## config.mk

```make
export PLATFORM = sky130hd
export DESIGN_NAME = spi_reg_master
export DESIGN_NICKNAME = d
export VERILOG_FILES = /design/src/rtl/spi_reg_master_pkg.sv /design/src/rtl/spi_sclk_gen.sv /design/src/rtl/spi_reg_master.sv
export SDC_FILE = /design/constraint.sdc
export NUM_CORES = 1
export LEC_CHECK = 0
export CELL_PAD_IN_SITES_DETAIL_PLACEMENT = 1
export CELL_PAD_IN_SITES_GLOBAL_PLACEMENT = 2
export CORE_MARGIN = 10
export CORE_UTILIZATION = 30
export CTS_CLUSTER_DIAMETER = 80
export DETAILED_ROUTE_END_ITERATION = 6
export PLACE_DENSITY = 0.82
export SYNTH_ARGS = -nofsm -noshare
export SYNTH_HDL_FRONTEND = slang
export SYNTH_SLANG_ARGS = --single-unit
```

## constraint.sdc

```tcl
create_clock -name clk -period 2 [get_ports clk]
set_clock_uncertainty 0.05 [all_clocks]
set_input_delay 0.4 -clock clk [delete_from_list [all_inputs] [get_ports clk]]
set_output_delay 0.4 -clock clk [all_outputs]
set_load 0.005 [all_outputs]
```

## src/rtl/spi_reg_master_pkg.sv

```systemverilog
// Shared types and frame helpers for the SPI register-file initiator.
package spi_reg_master_pkg;

   typedef enum logic [2:0] {
      IDLE,
      SETUP,
      SHIFT,
      HOLD,
      GAP
   } state_t;

   localparam int FRAME_W  = 16;
   localparam int RW_BIT   = 15;
   localparam int DATA_LSB = 0;

   // Frame layout: R/W flag, zero-padded address in the upper byte, data byte
   // (zero for reads) in the lower byte.
   function automatic logic [FRAME_W-1:0] build_frame(
      input logic       write,
      input logic [6:0] addr,
      input logic [7:0] wdata
   );
      logic [FRAME_W-1:0] frame;
      frame                  = '0;
      frame[RW_BIT]          = write;
      frame[14:8]            = addr;
      frame[DATA_LSB +: 8]   = write ? wdata : 8'h00;
      return frame;
   endfunction

endpackage

```

## src/rtl/spi_sclk_gen.sv

```systemverilog
// SCLK generator: half-period divider, 0..32 edge counter, edge strobes.
// Strobes are asserted in the clk cycle whose rising edge moves spi_clk.
module spi_sclk_gen #(
   parameter int CLK_DIV = 4
) (
   input  logic clk,
   input  logic rst,
   input  logic i_ena,
   input  logic i_cpol,
   input  logic i_run,
   output logic o_lead_edge,
   output logic o_trail_edge,
   output logic o_shift_end,
   output logic o_hold_end,
   output logic o_sclk
);

   localparam int DIV_W = (CLK_DIV > 1) ? $clog2(CLK_DIV) : 1;

   logic [DIV_W-1:0] r_div;
   logic [5:0]       r_edge;
   logic             r_sclk;
   logic             w_tick;
   logic             w_more;

   assign w_tick       = i_run && i_ena && (r_div == DIV_W'(CLK_DIV - 1));
   assign w_more       = (r_edge < 6'd32);
   assign o_lead_edge  = w_tick && w_more && !r_edge[0];
   assign o_trail_edge = w_tick && w_more && r_edge[0];
   assign o_shift_end  = w_tick && (r_edge == 6'd31);
   assign o_hold_end   = w_tick && !w_more;
   assign o_sclk       = r_sclk;

   // Divider and edge counter; idle level tracks cpol while not running.
   always_ff @(posedge clk) begin
      // NOTE: non-blocking assignments so every register samples pre-edge values.
      if (rst) begin
         r_div  <= '0;
         r_edge <= '0;
         r_sclk <= 1'b0;
      end else if (i_ena) begin
         if (!i_run) begin
            r_div  <= '0;
            r_edge <= '0;
            r_sclk <= i_cpol;
         end else begin
            r_div <= w_tick ? '0 : r_div + 1'b1;
            if (w_tick && w_more) begin
               r_edge <= r_edge + 6'd1;
               r_sclk <= ~r_sclk;
            end
         end
      end
   end

endmodule

```

## src/rtl/spi_reg_master.sv

```systemverilog
// SPI initiator issuing single 16-bit register read/write frames.
module spi_reg_master
   import spi_reg_master_pkg::*;
#(
   parameter int CLK_DIV = 4,
   parameter int ADDR_W  = 3,
   parameter int CS_GAP  = 4
) (
   input  logic              clk,
   input  logic              rst,
   input  logic              ena,
   input  logic [1:0]        mode,
   input  logic              cmd_valid,
   output logic              cmd_ready,
   input  logic              cmd_write,
   input  logic [ADDR_W-1:0] cmd_addr,
   input  logic [7:0]        cmd_wdata,
   output logic              rsp_valid,
   output logic [7:0]        rsp_rdata,
   output logic              busy,
   output logic              spi_cs_n,
   output logic              spi_clk,
   output logic              spi_mosi,
   input  logic              spi_miso
);

   localparam int GAP_W = $clog2(CS_GAP + 1);

   state_t             r_state;
   state_t             w_next;
   logic [1:0]         r_mode;
   logic [FRAME_W-1:0] r_shift;
   logic               r_mosi;
   logic [7:0]         r_rx;
   logic [7:0]         r_rdata;
   logic               r_rsp_valid;
   logic [GAP_W-1:0]   r_gap_cnt;
   logic               r_ready_en;

   logic               w_accept;
   logic               w_run;
   logic               w_lead;
   logic               w_trail;
   logic               w_shift_end;
   logic               w_hold_end;
   logic               w_sclk;
   logic               w_shift_edge;
   logic               w_sample_edge;
   logic [FRAME_W-1:0] w_frame;

   spi_sclk_gen #(.CLK_DIV(CLK_DIV)) u_sclk (
      .clk          (clk),
      .rst          (rst),
      .i_ena        (ena),
      .i_cpol       (r_mode[1]),
      .i_run        (w_run),
      .o_lead_edge  (w_lead),
      .o_trail_edge (w_trail),
      .o_shift_end  (w_shift_end),
      .o_hold_end   (w_hold_end),
      .o_sclk       (w_sclk)
   );

   assign w_run         = (r_state == SHIFT) || (r_state == HOLD);
   assign w_shift_edge  = r_mode[0] ? w_lead  : w_trail;
   assign w_sample_edge = r_mode[0] ? w_trail : w_lead;
   assign w_frame       = build_frame(cmd_write, 7'(cmd_addr), cmd_wdata);
   assign spi_clk       = w_run ? w_sclk : r_mode[1];
   assign rsp_valid     = r_rsp_valid;
   assign rsp_rdata     = r_rdata;

   // State register; ena low freezes the sequence in place.
   always_ff @(posedge clk) begin
      if (rst) begin
         r_state <= IDLE;
      end else if (ena) begin
         r_state <= w_next;
      end
   end

   // Next-state decode and per-state output levels.
   always_comb begin
      // NOTE: defaults first so no path leaves a signal unassigned (no latches).
      w_next    = r_state;
      w_accept  = 1'b0;
      cmd_ready = 1'b0;
      busy      = 1'b1;
      spi_cs_n  = 1'b1;
      spi_mosi  = 1'b0;
      case (r_state)
         IDLE: begin
            busy      = 1'b0;
            cmd_ready = ena && r_ready_en;
            w_accept  = cmd_valid && ena && r_ready_en;
            if (w_accept) w_next = SETUP;
         end
         SETUP: w_next = SHIFT;
         SHIFT: begin
            spi_cs_n = 1'b0;
            spi_mosi = r_mosi;
            if (w_shift_end) w_next = HOLD;
         end
         HOLD: begin
            spi_cs_n = 1'b0;
            if (w_hold_end) w_next = GAP;
         end
         GAP: begin
            if (r_gap_cnt == GAP_W'(CS_GAP - 1)) w_next = IDLE;
         end
         default: w_next = IDLE;
      endcase
   end

   // Frame shift-out, MISO capture, response pulse and cs_n gap timing.
   always_ff @(posedge clk) begin
      if (rst) begin
         r_mode      <= 2'b00;
         r_shift     <= '0;
         r_mosi      <= 1'b0;
         r_rx        <= 8'h00;
         r_rdata     <= 8'h00;
         r_rsp_valid <= 1'b0;
         r_gap_cnt   <= '0;
         r_ready_en  <= 1'b0;
      end else if (ena) begin
         r_ready_en  <= 1'b1;
         r_rsp_valid <= w_hold_end;
         if (r_state == IDLE) r_mode <= mode;
         if (w_accept) begin
            // CPHA=0 presents bit15 before the first edge; CPHA=1 drives it on edge 1.
            if (!mode[0]) begin
               r_mosi  <= w_frame[FRAME_W-1];
               r_shift <= {w_frame[FRAME_W-2:0], 1'b0};
            end else begin
               r_mosi  <= 1'b0;
               r_shift <= w_frame;
            end
         end else if (w_shift_edge) begin
            r_mosi  <= r_shift[FRAME_W-1];
            r_shift <= {r_shift[FRAME_W-2:0], 1'b0};
         end
         // Eight-deep shift keeps only the last eight samples: the data byte.
         if (w_sample_edge) r_rx <= {r_rx[6:0], spi_miso};
         if (w_hold_end) r_rdata <= r_rx;
         r_gap_cnt <= (r_state == GAP) ? r_gap_cnt + 1'b1 : '0;
      end
   end

endmodule

```

# After elaboration in Yosys (flattened, before gate mapping)
# Cells that the tools add are included.
word_totals:
  in_bits: 19
  ff_bits: 52
  output_inout_bits: 14
  elab_cells: 78
classes:
  n_mux: 27
  n_bitwise: 1
  reduce_logical: 22
  n_eq_ne: 12
  addsub: 3
  order_cmp: 1
ops:
  columns: ["operator", "count"]
  rows:
  - ["$mux 16", 3]
  - ["$mux 3", 5]
  - ["$pmux 3 s5", 1]
  - ["$mux 1", 13]
  - ["$mux 6", 2]
  - ["$logic_and 1x1->1", 10]
  - ["$reduce_and 2->1", 5]
  - ["$eq 3x2->1 const B", 3]
  - ["$mux 8", 1]
  - ["$ne 2x2->1 const B", 4]
  - ["$add 6x1->6 const B", 1]
  - ["$eq 6x5->1 const B", 1]
  - ["$lt 6x6->1 const B", 1]
  - ["$reduce_and 5->1", 1]
  - ["$mux 2", 2]
  - ["$add 3x1->3 const B", 1]
  - ["$eq 3x1->1 const B", 1]
  - ["$eq 3x3->1 const B", 1]
  - ["$logic_not 3->1", 1]
  - ["$add 2x1->2 const B", 1]
  - ["$eq 2x2->1 const B", 1]
  - ["$logic_not 1->1", 2]
  - ["$ne 2x1->1 const B", 1]
  - ["$reduce_bool 2->1", 1]
  - ["other kinds (3)", 3]

# Logic depth before layout (Yosys ltp)
logic_depth:
  word_depth: 9
  ltp_mapped: 7
  depth_no_buf: 5

# Modules after synthesis
# A second synthesis with hierarchy kept.
unflattened:
  cells_unflattened: 295
  area_unflattened_um2: 2536.2
modules_own_cells:
  columns: ["module", "cells_each", "area_each_um2", "seq_area_each_um2", "instances"]
  rows:
  - ["spi_reg_master", 243, 2067.0, 860.8, 1]
  - ["spi_sclk_gen", 52, 469.2, 180.2, 1]

# Worst setup path before layout
# OpenSTA, ideal clock, no wires.
synth_timing:
  path_kind: "input to register"
  from: "input port ena"
  to: "register r_shift[7]"
  n_path_buf: 2
  path_slack_ns: 0.208
  stages: 6
  setup_time_ns: 0.145
  t_required_ns: 1.805
  arrival_ns: 1.597
  cell_sequence: "buf_2 > nor4b_4 > nand3_1 > clkbuf_1 > a21oi_1 > a2111oi_2"
synth_via:
  elab_chain_len: 7
  elab_cells_between_ends: 12
  classes_between: "mux: 3; reduce/logical: 9"
synth_rtl:
  columns: ["item", "line", "rtl"]
  rows:
  - ["start, declared", "spi_reg_master.sv:11", "input logic ena,"]
  - ["$logic_and 1x1->1 (2 in series)", "spi_sclk_gen.sv:26", "assign w_tick = i_run && i_ena && (r_div == DIV_W'(CLK_DIV - 1));"]
  - ["$logic_and 1x1->1", "spi_sclk_gen.sv:28, spi_sclk_gen.sv:29", null]
  - ["$logic_and 1x1->1, on equally long branches", "spi_sclk_gen.sv:29, spi_sclk_gen.sv:28", null]
  - ["$mux 1", "spi_reg_master.sv:65", "assign w_shift_edge = r_mode[0] ? w_lead : w_trail;"]
  - ["$reduce_bool 2->1 (no source line)", null, null]
  - ["$reduce_and 2->1 (no source line)", null, null]
  - ["end signal, assigned", "spi_reg_master.sv:133", "r_shift <= {w_frame[FRAME_W-2:0], 1'b0};"]
  - ["end signal, assigned", "spi_reg_master.sv:136", "r_shift <= w_frame;"]
  - ["end signal, assigned", "spi_reg_master.sv:140", "r_shift <= {r_shift[FRAME_W-2:0], 1'b0};"]
  - ["end, declared", "spi_reg_master.sv:32", "logic [FRAME_W-1:0] r_shift;"]
# Parallel ways exist; a longest one is shown, timed or not.
# A chain may end at the register's enable or synchronous reset.

# Worst setup path in the final report
layout_timing:
  from: "input port ena"
  to: "output port cmd_ready"
layout_via:
  elab_chain_len: 2
layout_rtl:
  columns: ["item", "line", "rtl"]
  rows:
  - ["$logic_and 1x1->1", "spi_reg_master.sv:93", "cmd_ready = ena && r_ready_en;"]
  - ["$mux 1", "spi_reg_master.sv:90", "case (r_state)"]
  - ["end, declared", "spi_reg_master.sv:14", "output logic cmd_ready,"]
# No other way between the ends.

==> results.cfg <==
[setup_path]
critPathRequiredTime_ns = 1.55
worstSetupPathType = in -> out
critPathLaunchType = primary input
cp_max_fo = 2
end_kind = primary output
arrival_ns = 1.49

[drt]
drtIter0Drc = 48
firstDrtPassIters = 4
wl_met2_um = 2899
wirelength_met1_um = 2944
top_layer_used = met4
drc = 0
antenna_left = 0
wl_um = 6252
wl_per_cell_um = 14.99
wl_met3_um = 310
viasPerCell = 4.882
vias = 2036

[clock_tree]
clock_path_buffers = 2
h-tree-depth = 2
cts_sinks = 52
cts_tree = built
hold_buffers = 0
clock_latency_ns = 0.31
cts-root-buf = clkbuf_8
numCtsBuffers = 5
clkTransAtPathRegs_ns = 0.09

[global_route]
grt_pass1_vias = 2176
grt_pass1_wl_um = 10590
gr-total-overflow = 0
grt_max_degree = 32
antenna_found_initial = 0
grtUsageTotal = 0.1010

[synthesis]
synth.avg_cell_area_um2 = 9.548
synth_edf_count = 0
synth.ff_latch_count = 52
syn_nets = 283
async_flop_share = 0
yosys.cell_count.top_type = dfxtp_1
syn-cell-area_um2 = 2482
synthTopCellsByCount = 52 x dfxtp_1, 39 x nor2_1, 25 x a21oi_1, 25 x mux2i_1, 13 x nor3_1
syn_inst = 260
yosysTopAreaCell = dfxtp_1
ys.warnings.count = 0
synthFlopType = dfxtp_1
seq_area_frac_synth = 0.4194
synth_area_leaders = dfxtp_1 42%, mux2i_1 10%, nor2_1 5.9%, a2111oi_2 5.4%, a21oi_1 5.0%
synth_top_area_share = 0.4194
synth.distinct_cells = 44

[timing]
min_period_over_period = 0.9679
slew_headroom = 0.7044
rsz0062_at_grt = no
worst_slew_pin_slew_ns = 0.4435
fmax_ghz = 0.5166
finalCriticalPeriod_ns = 1.936
hold_viol = 0
maxSlewViolCount = 0
layout_setup_ws_ns = 0.06426
finalSetupViolCount = 0

[final_layout]
antenna_cells = 0
n_fill_cell = 948
finalNetCount = 334
drive_gt1_frac = 0.2147
synthToLayoutAreaGrowth_pct = 30.19

[placed_design]
dp_hpwl_um = 4454
place_ws_ns = -0.2556
portBuffers = 32
gp_congestion = 0.7215

[power_and_ir_drop]
p_leak_nw = 1.165
vdd_drop_max_uv = 281.2
power.total_mw = 2.009
power_density_nw_per_um2 = 621.7

[outcome]
status = complete, no violations

[die]
start_util = 0.3052
core_area_um2 = 8134
rows = 33
io_pins = 33
die-area_um2 = 12310
dieWidth_um = 111.0
fp.dieH_um = 111.0

[flow_run]
drv_cap = 0

[min_path]
hold_class = reg -> reg
logic make-up after synthesis:
| logic type | count (synthesis) | synth area share |
|---|---|---|
| AOI/OAI and AO/OA | 54 | 0.1648 |
| xor gates and xnor gates | 3 | 0.01361 |
| adders and majority gates | 4 | 0.02016 |
| buffers and inverters | 23 | 0.04838 |
| DFF | 52 | 0.4194 |
| muxes | 32 | 0.1326 |
| and+or+nand+nor | 92 | 0.2011 |
cells in the final DEF (no fill, tap or decap), drive strengths merged, types with 5 or more instances in the layout:
cell,count
dfxtp,52
nor2,40
buf,30
clkdlybuf4s50,26
a21oi,25
mux2i,25
nor3,14
nand2,9
a211oi,9
a2111oi,9
mux2,7
clkbuf,5
per-stage QoR:
step / std cells / util / area (um^2) / hold WS, ns / TNS [ns]
floorplan: 260 / - / 2482 / 0.3910 / 0
global placement: 407 / 0.3796 / 3088 / 0.3986 / -4.080
detailed placement: 407 / 0.3796 / 3088 / 0.4091 / -5.033
CTS: 416 / 0.3949 / 3212 / 0.4234 / 0
global route: 417 / 0.3973 / 3232 / 0.4455 / 0
finish: 417 / 0.3973 / 3232 / 0.4216 / 0
layout make-up:
| class | instances | area [um^2] | share of cell area |
|---|---|---|---|
| multi-input cells | 186 | 1343 | 0.4154 |
| flip-flops and latches | 52 | 1046 | 0.3237 |
| repair buffers | 61 | 581.8 | 0.1800 |
| well taps | 105 | 131.4 | 0.04065 |
| clock buffers | 5 | 68.82 | 0.02129 |
| clock inverters | 3 | 42.54 | 0.01316 |
| inverters | 5 | 18.77 | 0.005807 |
power by group:
part	switching [mW]	leakage [nW]	total [mW]	internal [mW]
combinational	0.105	0.689	0.216	0.111
clock	0.355	0.0541	0.725	0.371
sequential	0.0157	0.422	1.07	1.05
state kept, by name, summed over array words and instances, names as in the netlist:
signal         count
r_mode             2
r_gap_cnt          3
u_sclk.r_div       2
r_rx               8
r_state            3
r_mosi             1
r_shift           16
u_sclk.r_edge      6
rsp_valid          1
r_ready_en         1
rsp_rdata          8
u_sclk.o_sclk      1
path summary, 6_finish.rpt:
check                from           end  cells past startpoint  slack (ns)
min reg2reg  r_gap_cnt[1]  r_gap_cnt[1]                      2        0.42
min          r_gap_cnt[1]  r_gap_cnt[1]                      2        0.42
max reg2reg    r_state[2]    r_shift[9]                      6        0.21
max                   ena     cmd_ready                      4        0.06
routing by layer:
layer  vias to the layer above  track usage
li1                       1033            -
met1                       956       0.1265
met2                        39       0.1600
met3                         8      0.02814
met4                         0      0.03819
met5                         -            0
worst max-delay path: stages:
cell,delay [ns]
clkdlybuf4s50_1,0.48
nor4b_4,0.22
and2_4,0.19
clkdlybuf4s15_1,0.20
repair_timing:
item | 4_1_cts | 5_1_grt
resized for setup | 9 | 4
gates cloned | 0 | 1
pin swaps | 4 | 1
setup endpoints to repair | 5 | 11
buffers inserted | 1 | 0
(Power assumes the default switching activity.)
